--- src/rtl/ex_muldiv_pkg.sv ---
// Shared constants and types for the EX-stage RV32M multiply/divide unit.
// Holds the RV32M funct3 encodings, the iteration count and the FSM state type.
package ex_muldiv_pkg;

  localparam logic [2:0] MD_MUL    = 3'b000;
  localparam logic [2:0] MD_MULH   = 3'b001;
  localparam logic [2:0] MD_MULHSU = 3'b010;
  localparam logic [2:0] MD_MULHU  = 3'b011;
  localparam logic [2:0] MD_DIV    = 3'b100;
  localparam logic [2:0] MD_DIVU   = 3'b101;
  localparam logic [2:0] MD_REM    = 3'b110;
  localparam logic [2:0] MD_REMU   = 3'b111;

  localparam int MD_ITER = 32;

  typedef enum logic [1:0] {
    ST_IDLE = 2'd0,
    ST_CALC = 2'd1,
    ST_DONE = 2'd2
  } md_state_e;

  function automatic logic md_is_div(input logic [2:0] op);
    return op[2];
  endfunction

endpackage

--- src/rtl/ex_muldiv.sv ---
// Iterative RV32M multiply/divide unit: 32-cycle shift-add multiply or restoring
// divide sharing one accumulator and one sign-fix negator; stalls the front end.
module ex_muldiv
  import ex_muldiv_pkg::*;
#(
  parameter int WORD_SIZE = 32
) (
  input  logic                 clk,
  input  logic                 rst,
  input  logic                 start,
  input  logic                 kill,
  input  logic [2:0]           md_op,
  input  logic [WORD_SIZE-1:0] op_a,
  input  logic [WORD_SIZE-1:0] op_b,
  output logic                 stall,
  output logic                 busy,
  output logic                 done,
  output logic [WORD_SIZE-1:0] result
);

  localparam int W = WORD_SIZE;

  md_state_e          state, state_nx;
  logic [2:0]         op_q;
  logic               sign_a_q, sign_b_q;
  logic [W-1:0]       mag_b_q;
  logic [2*W-1:0]     acc_q;
  logic [4:0]         cnt_q;

  logic               accept, last_iter;
  logic               a_signed, b_signed, in_sign_a, in_sign_b;
  logic [W-1:0]       in_mag_a, in_mag_b;
  logic               div_zero, div_ovf, fast;
  logic [W-1:0]       fast_res;

  logic [W:0]         mul_sum;
  logic [W:0]         rem_sh;
  logic [W-1:0]       div_diff;
  logic               div_ok;
  logic [2*W-1:0]     acc_nx;
  logic [2*W-1:0]     fix_in, fixed;
  logic               fix_neg;
  logic [W-1:0]       result_nx;

  function automatic logic [2*W-1:0] neg_fix(input logic [2*W-1:0] v, input logic en);
    return en ? (~v + 1'b1) : v;
  endfunction

  assign accept    = (state == ST_IDLE) && start && !kill;
  assign last_iter = (cnt_q == 5'(MD_ITER - 1));

  // Operand decode in IDLE: signedness, magnitudes and the divide fast path
  always_comb begin
    a_signed  = (md_op != MD_MULHU) && (md_op != MD_DIVU) && (md_op != MD_REMU);
    b_signed  = (md_op == MD_MUL) || (md_op == MD_MULH) ||
                (md_op == MD_DIV) || (md_op == MD_REM);
    in_sign_a = a_signed && op_a[W-1];
    in_sign_b = b_signed && op_b[W-1];
    in_mag_a  = in_sign_a ? (~op_a + 1'b1) : op_a;
    in_mag_b  = in_sign_b ? (~op_b + 1'b1) : op_b;
    div_zero  = md_is_div(md_op) && (op_b == '0);
    div_ovf   = ((md_op == MD_DIV) || (md_op == MD_REM)) &&
                (op_a == {1'b1, {(W-1){1'b0}}}) && (op_b == '1);
    fast      = div_zero || div_ovf;
    fast_res  = '0;
    if (div_zero)
      fast_res = md_op[1] ? op_a : '1;
    else if (div_ovf)
      fast_res = md_op[1] ? '0 : {1'b1, {(W-1){1'b0}}};
  end

  // One iteration: multiply adds into the high half and shifts right;
  // divide shifts the remainder left and subtracts when it fits.
  always_comb begin
    mul_sum  = {1'b0, acc_q[2*W-1:W]} + (acc_q[0] ? {1'b0, mag_b_q} : '0);
    rem_sh   = acc_q[2*W-1:W-1];
    div_ok   = (rem_sh >= {1'b0, mag_b_q});
    div_diff = rem_sh[W-1:0] - mag_b_q;
    if (md_is_div(op_q))
      acc_nx = div_ok ? {div_diff, acc_q[W-2:0], 1'b1}
                      : {rem_sh[W-1:0], acc_q[W-2:0], 1'b0};
    else
      acc_nx = {mul_sum, acc_q[W-1:1]};

    if (!md_is_div(op_q)) begin
      fix_in  = acc_nx;
      fix_neg = sign_a_q ^ sign_b_q;
    end else if (op_q[1]) begin
      fix_in  = {{W{1'b0}}, acc_nx[2*W-1:W]};
      fix_neg = sign_a_q;
    end else begin
      fix_in  = {{W{1'b0}}, acc_nx[W-1:0]};
      fix_neg = sign_a_q ^ sign_b_q;
    end
    fixed = neg_fix(fix_in, fix_neg);

    if (md_is_div(op_q) || (op_q == MD_MUL))
      result_nx = fixed[W-1:0];
    else
      result_nx = fixed[2*W-1:W];
  end

  always_ff @(posedge clk or posedge rst) begin
    if (rst) state <= ST_IDLE;
    else     state <= state_nx;
  end

  always_comb begin
    state_nx = state;
    case (state)
      ST_IDLE: if (accept) state_nx = fast ? ST_DONE : ST_CALC;
      ST_CALC: if (last_iter) state_nx = ST_DONE;
      ST_DONE: state_nx = ST_IDLE;
      default: state_nx = ST_IDLE;
    endcase
    if (kill) state_nx = ST_IDLE;
  end

  assign stall = !rst && (accept || (state == ST_CALC));

  always_ff @(posedge clk or posedge rst) begin
    if (rst) begin
      busy     <= 1'b0;
      done     <= 1'b0;
      result   <= '0;
      op_q     <= '0;
      sign_a_q <= 1'b0;
      sign_b_q <= 1'b0;
      mag_b_q  <= '0;
      acc_q    <= '0;
      cnt_q    <= '0;
    end else begin
      busy <= (state_nx == ST_CALC);
      done <= (state_nx == ST_DONE);
      if (accept) begin
        op_q     <= md_op;
        sign_a_q <= in_sign_a;
        sign_b_q <= in_sign_b;
        mag_b_q  <= in_mag_b;
        acc_q    <= {{W{1'b0}}, in_mag_a};
        cnt_q    <= '0;
        if (fast) result <= fast_res;
      end else if ((state == ST_CALC) && !kill) begin
        acc_q <= acc_nx;
        cnt_q <= cnt_q + 5'd1;
        if (last_iter) result <= result_nx;
      end
    end
  end

endmodule

--- config.mk ---
export PLATFORM = sky130hd
export DESIGN_NAME = ex_muldiv
export DESIGN_NICKNAME = d
export VERILOG_FILES = /design/src/rtl/ex_muldiv_pkg.sv /design/src/rtl/ex_muldiv.sv
export SDC_FILE = /design/constraint.sdc
export NUM_CORES = 1
export LEC_CHECK = 0
export ABC_AREA = 0
export CORE_ASPECT_RATIO = 0.75
export CORE_MARGIN = 3
export CORE_UTILIZATION = 35
export CTS_CLUSTER_SIZE = 25
export DETAILED_ROUTE_END_ITERATION = 12
export PLACE_DENSITY_LB_ADDON = 0.25
export SYNTH_ARGS = -nofsm -noshare
export SYNTH_HDL_FRONTEND = slang
export SYNTH_SLANG_ARGS = --single-unit
--- constraint.sdc ---
create_clock -name clk -period 5 [get_ports clk]
set_clock_uncertainty 0.15 [all_clocks]
set_input_delay 0.75 -clock clk [delete_from_list [all_inputs] [get_ports clk]]
set_output_delay 0.75 -clock clk [all_outputs]
set_load 0.02 [all_outputs]
# == Yosys cells after proc, flatten, opt, wreduce, memory -nomap -nowiden ==
# Cells that the tools add are included.
# word_totals
regBits,142
output_inout_bits,35
in_bits,71
elab_cells,89
# classes
n_mux,28
bitwise_logic,4
n_lt_le_gt_ge,1
n_addsub,6
n_eq_ne,13
reduce_logical,27
# op_table
cell,n
32-bit 2-to-1 mux,13
64-bit 2-to-1 mux,6
"32-bit by 1-bit adder with 32-bit output, second input constant",2
"64-bit by 1-bit adder with 64-bit output, second input constant",1
"32-bit equality test, second input constant",2
32-bit inverter,2
64-bit inverter,1
32-bit by 32-bit adder with 33-bit output,1
33-bit by 32-bit greater-or-equal comparator with 1-bit output,1
32-bit logical NOT,1
32-bit subtractor,1
1-bit logical AND,11
5-bit 2-to-1 mux,2
2-bit 2-to-1 mux,4
1-bit logical OR,7
"3-bit equality test, second input constant",2
3-bit logical NOT,2
"3-bit != test, second input constant",2
"5-bit by 1-bit adder with 5-bit output, second input constant",1
"5-bit equality test, second input constant",1
"2-bit by 1-bit equality test with 1-bit output, second input constant",2
2-bit one-hot mux with 2 select lines,1
2-bit nonzero test,2
"3-bit by 1-bit equality test with 1-bit output, second input constant",1
8 further kinds,10

# == Logic depth before layout (Yosys ltp) ==
# Gate-level depths: netlist of run 1.
# depth
word_depth,12
ltp_mapped,22
ltp_nobuf,18

# == Least setup slack after synthesis of run 1 ==
# No wires, ideal clock.
# synth_timing
path_type,register to register
from,reg acc_q[45]
to,reg result[14]
required_ns,4.758
path_stages_with_launch,21
path_slack_ns,-0.189
path_buffers,3
arrival_time_ns,4.947
path_cell_list,dfrtp_1 -> ha_1 -> buf_6 -> a21o_1 -> a31oi_4 -> o21ai_2 -> o31a_2 -> nor2_4 -> clkbuf_1 -> buf_1 -> a21oi_1 -> o21ai_0 -> a21boi_0 -> ha_1 -> and2_1 -> o2111a_2 -> nand3_2 -> or4_4 -> or4_4 -> and3_1 -> o31ai_2
# synth_via
elab_chain_cells,12
# synth_rtl
element,line,source
"start, declared",ex_muldiv.sv:27,logic [2*W-1:0] acc_q;
"start signal, assigned",ex_muldiv.sv:140,"acc_q <= {{W{1'b0}}, in_mag_a};"
"start signal, assigned",ex_muldiv.sv:144,acc_q <= acc_nx;
32-bit subtractor / 33-bit by 32-bit greater-or-equal comparator with 1-bit output (equally long branches),"ex_muldiv.sv:78, ex_muldiv.sv:77",
64-bit 2-to-1 mux,ex_muldiv.sv:80,"acc_nx = div_ok ? {div_diff, acc_q[W-2:0], 1'b1}"
64-bit 2-to-1 mux *,ex_muldiv.sv:79,if (md_is_div(op_q))
32-bit 2-to-1 mux,ex_muldiv.sv:88,end else if (op_q[1]) begin
64-bit 2-to-1 mux *,ex_muldiv.sv:85,if (!md_is_div(op_q)) begin
64-bit inverter,ex_muldiv.sv:46,return en ? (~v + 1'b1) : v;
64-bit by 1-bit adder with 64-bit output,ex_muldiv.sv:46,
64-bit 2-to-1 mux *,ex_muldiv.sv:46,
32-bit 2-to-1 mux *,ex_muldiv.sv:97,if (md_is_div(op_q) || (op_q == MD_MUL))
32-bit 2-to-1 mux *,ex_muldiv.sv:146,if (last_iter) result <= result_nx;
32-bit 2-to-1 mux *,ex_muldiv.sv:143,end else if ((state == ST_CALC) && !kill) begin
32-bit 2-to-1 mux *,ex_muldiv.sv:135,if (accept) begin
"end signal, assigned",ex_muldiv.sv:142,if (fast) result <= fast_res;
"end signal, assigned",ex_muldiv.sv:146,
"end, declared",ex_muldiv.sv:18,output logic [WORD_SIZE-1:0] result
# Every way passes the cells marked *; elsewhere a longest branch is shown, timed or not. The select of a mux whose other input is x is not followed.
# A chain may end at the register's enable or synchronous reset.

# == Worst setup path in the final report of run 1 ==
# layout_timing
from,reg mag_b_q[24]
to,reg result[14]
# layout_via
elab_chain_cells,12
# layout_rtl
element,line,source
"start, declared",ex_muldiv.sv:26,logic [W-1:0] mag_b_q;
"start signal, assigned",ex_muldiv.sv:139,mag_b_q <= in_mag_b;
32-bit 2-to-1 mux (tied with other cells),ex_muldiv.sv:75,"mul_sum = {1'b0, acc_q[2*W-1:W]} + (acc_q[0] ? {1'b0, mag_b_q} : '0);"
32-bit by 32-bit adder with 33-bit output / 64-bit 2-to-1 mux (equally long branches),"ex_muldiv.sv:75, ex_muldiv.sv:80",
64-bit 2-to-1 mux *,ex_muldiv.sv:79,
32-bit 2-to-1 mux,ex_muldiv.sv:88,
64-bit 2-to-1 mux *,ex_muldiv.sv:85,
64-bit inverter,ex_muldiv.sv:46,
64-bit by 1-bit adder with 64-bit output,ex_muldiv.sv:46,
64-bit 2-to-1 mux *,ex_muldiv.sv:46,
32-bit 2-to-1 mux *,ex_muldiv.sv:97,
32-bit 2-to-1 mux *,ex_muldiv.sv:146,
32-bit 2-to-1 mux *,ex_muldiv.sv:143,
32-bit 2-to-1 mux *,ex_muldiv.sv:135,
# Marks and branches as above.

==> flow_summary.yaml, run 1 <==
drt:
  detail_route.drc_violations: 0
  drt_wl_total_mm: 81.09
  initialDrtViolationCount: 2425
  ant_nets: 0
  routed_wire_length_per_instance_um: 27.24
  firstDrtPassIters: 8
  route.vias.total: 18600
  mean_number_of_vias_per_cell: 6.248
placed_design:
  dp_hpwl_mm: 65.98
  placedInstanceArea_sq_um: 18840
  place_congestion: 1.018
  dp_slack_ns: -0.02967
  portBuffers: 105
clocking:
  clock_tree_from_tritoncts: "yes"
  clock_insertion_delay_worst_skew_ns: 0.48
  clk_root_buffer_cell: "clkbuf_16"
  cts_htree_levels: 4
  tritoncts.num_buffers: 17
  clk_pin_slew_ns: 0.07
  cts_buffer_depth: 2
  clock-sinks: 142
timing:
  setup_slack_ns: 0.09314
  number_of_setup_violations_in_the_final_report: 0
  worstMarginPinSlew_ns: 1.057
  post-route-period-util: 0.9814
  setup_tns_ns: 0
  report.final.hold_viol_count: 0
  slew_viol_final: 0
  max_slew_margin: 0.2881
  finalWorstPathRequiredPeriod_ns: 4.907
  max_clock_freq_mhz: 203.8
yosys:
  number_of_flops_mapped_to_enable_cells_by_yosys: 0
  synthArstFlopShare: 1.000
  synth_area_per_cell_sq_um: 7.346
  synth_sequential_area_ratio: 0.2285
  post_synth_num_cell_types: 105
  synthesis.nets: 2260
  post_synth_instance_area_sq_um: 15550
  postSynthRegisterBits: 142
  synthesis.instances: 2117
  ys.flop_type: "dfrtp_1"
  synthesis.yosys.warnings: 0
critical_path:
  data_arrival_time_at_the_worst_slack_endpoint_ns: 5.15
  critical_path.startpoint_type: "flop"
  worst_setup_sp: "mag_b_q[24]$_DFFE_PP0P_"
  critical_path_required_ns: 5.24
  critical_path.max_stage_delay_ns: 0.58
  critPathMaxFanout: 7
  cp_cell_sequence: "inv_1 -> ha_1 -> buf_4 -> a21oi_1 -> o221a_2 -> o211a_2 -> buf_4 -> buf_4 -> nand3_1 -> or3_1 -> a31oi_4 -> nand3_2 -> or4_4 -> or4_4 -> and3_1 -> o31ai_2"
  worst_path_max_delay_cell: "or4_4"
  cp-endpoint: "result[14]$_DFFE_PP0P_"
  ff2ff_path_depth: 16
  cpMostUsedCell: "buf_4"
  regToRegEndpoint: "result[14]$_DFFE_PP0P_"
  criticalPathCategory: "reg2reg"
  setup.worst_path.end_class: "flop"
  setup.reg_to_reg.worst_slack_ns: 0.09
  worst_r2r_startpoint: "mag_b_q[24]$_DFFE_PP0P_"
layout:
  drive_above_1_share: 0.1667
  final_net_count: 2529
  area_growth_syn_to_layout_pct: 26.82
  antenna_cells: 0
  finish.instance_area_sq_um: 19720
  final_core_util: 0.4523
power_and_ir_drop:
  power_density_over_the_cells_nw_per_um2: 642.8
  vdd.ir_drop.worst_v: 0.0003886
  power.static_leakage_uw: 0.008265
  total_power_consumption_of_the_routed_design_uw: 12680
floorplanning:
  placeable_area_sq_um: 43600
  floorplan.die.height_um: 188.6
  ioPinCount: 106
  die_w_um: 249.4
  starting_density: 0.3567
  floorplan.die_area_sq_um: 47020
  rows: 66
global_routing:
  grt_pass1_wl_mm: 116.9
  largest_net_degree_at_the_start_of_global_routing: 88
  grt_usage: 0.3352
  grt_antenna_before_repair: 4
  first_global_vias: 17150
  global_route.overflow_total: 0
run_status:
  result_of_the_run: "completed"
job:
  cap_violations: 0
min_path:
  timing.hold.worst.class: "reg2reg"
==> worst min path at each step <==
stage               slack, ns               startpoint  cells past startpoint                       to
finish                   0.34  mag_b_q[19]$_DFFE_PP0P_                      2  mag_b_q[19]$_DFFE_PP0P_
global route             0.38     cnt_q[4]$_DFFE_PP0N_                      1     cnt_q[4]$_DFFE_PP0N_
CTS                      0.35  mag_b_q[19]$_DFFE_PP0P_                      2  mag_b_q[19]$_DFFE_PP0P_
detailed placement       0.34  mag_b_q[19]$_DFFE_PP0P_                      2  mag_b_q[19]$_DFFE_PP0P_
global placement         0.33     sign_b_q$_DFFE_PP0P_                      2     sign_b_q$_DFFE_PP0P_
floorplan                0.30     sign_b_q$_DFFE_PP0P_                      2     sign_b_q$_DFFE_PP0P_
==> cell usage after synthesis, types with 22 or more instances <==
master	number	share of area
nand2b_1	29	0.012
or3_1	24	0.0097
nand2_1	277	0.067
o21ai_0	224	0.072
a31oi_1	27	0.011
o211ai_1	59	0.028
o21a_1	24	0.012
nand4_1	45	0.018
buf_2	22	0.0071
nand3_1	55	0.018
nor3_1	67	0.022
dfrtp_1	142	0.23
a211oi_1	26	0.013
nor2_1	150	0.036
xor2_1	53	0.030
inv_1	60	0.014
ha_1	70	0.056
clkbuf_1	90	0.022
xnor2_1	60	0.034
mux2i_1	46	0.030
and2_1	46	0.019
a21oi_1	167	0.054
a21o_1	28	0.014
and3_1	25	0.010
==> report_power, final <==
part / internal, uW / switching, uW
Combinational: 3600 / 6020
Sequential: 1420 / 349
Clock: 654 / 639
Total: 5680 / 7000
==> final cells by class <==
class	instances	area [sq um]
clock inverter	14	130.1
multi-input combinational	1788	11500
clock buffer	18	429.2
tap	578	723.2
fill	4474	23880
timing repair buffer	376	3143
sequential	142	3565
inverter	61	234.0
==> placed cells by master (no fill, tap or decap), drive strengths merged, types with 47 or more instances in the layout <==
cell type	n
a21oi	167
nand2	277
o211ai	60
ha	70
xnor2	60
o21ai	233
clkdlybuf4s50	105
nand3	57
nor2	151
and2	47
inv	67
dfrtp	142
buf	270
nor3	68
xor2	53
==> stage by stage <==
step	hold slack [ns]	instances
CTS	0.3516	2964
global placement	0.3302	2932
floorplan	0.2997	2117
detailed placement	0.3369	2932
finish	0.3445	2977
global route	0.3764	2977
==> repair_timing <==
item	in CTS	in global routing
hold buffers	0	0
endpoints found under the setup margin	6	32
buffers inserted	0	13
pin swaps	0	20
hold endpoints to repair	0	0
gates resized for setup	1	49
==> state kept, by name, summed over array words and instances (netlist names) <==
| name | flops |
|---|---|
| mag_b_q | 32 |
| acc_q | 64 |
| sign_b_q | 1 |
| cnt_q | 5 |
| op_q | 3 |
| result | 32 |
| state | 2 |
| busy | 1 |
| sign_a_q | 1 |
| done | 1 |
==> metal layers <==
metal | vias up | GRT usage | wire length (um)
met5 | - | 0 | 12
met1 | 9128 | 0.5094 | 37970
li1 | 8366 | - | -
met2 | 997 | 0.4581 | 31730
met3 | 106 | 0.1043 | 9828
met4 | 2 | 0.06913 | 1551
==> cells by family (layout without fill, tap and decap cells) <==
logic type               count (synthesis)  count (layout)  synth area share
multiplexers                            53              53           0.03468
adder cells (fa/ha/maj)                 72              72           0.05889
flip-flops                             142             142            0.2285
AO/OA/AOI/OAI                          733             733            0.3062
AND/OR/NAND/NOR                        817             817            0.2595
XOR/XNOR                               113             113           0.06364
buffers and inverters                  187             469           0.04860
==> critical path: cells and delay by family (launching register included) <==
| family | cells | cell delay [ns] |
|---|---|---|
| AND/OR/NAND/NOR | 6 | 1.99 |
| AO/OA/AOI/OAI | 5 | 1.15 |
| buffers and inverters | 4 | 0.63 |
| flip-flops | 1 | 0.49 |
| adder cells (fa/ha/maj) | 1 | 0.40 |
No activity file was read; power rests on OpenSTA's default activity.
==> run 2: changes to the inputs <==
--- a/config.mk
+++ b/config.mk
@@ -9,7 +9,7 @@
 export CORE_ASPECT_RATIO = 0.75
 export CORE_MARGIN = 3
 export CORE_UTILIZATION = 35
-export CTS_CLUSTER_SIZE = 25
+export CTS_CLUSTER_SIZE = 12
 export DETAILED_ROUTE_END_ITERATION = 12
 export PLACE_DENSITY_LB_ADDON = 0.25
 export SYNTH_ARGS = -nofsm -noshare
==> results of run 2 <==
Final layout, timing and power as in run 1 (identical DEF).
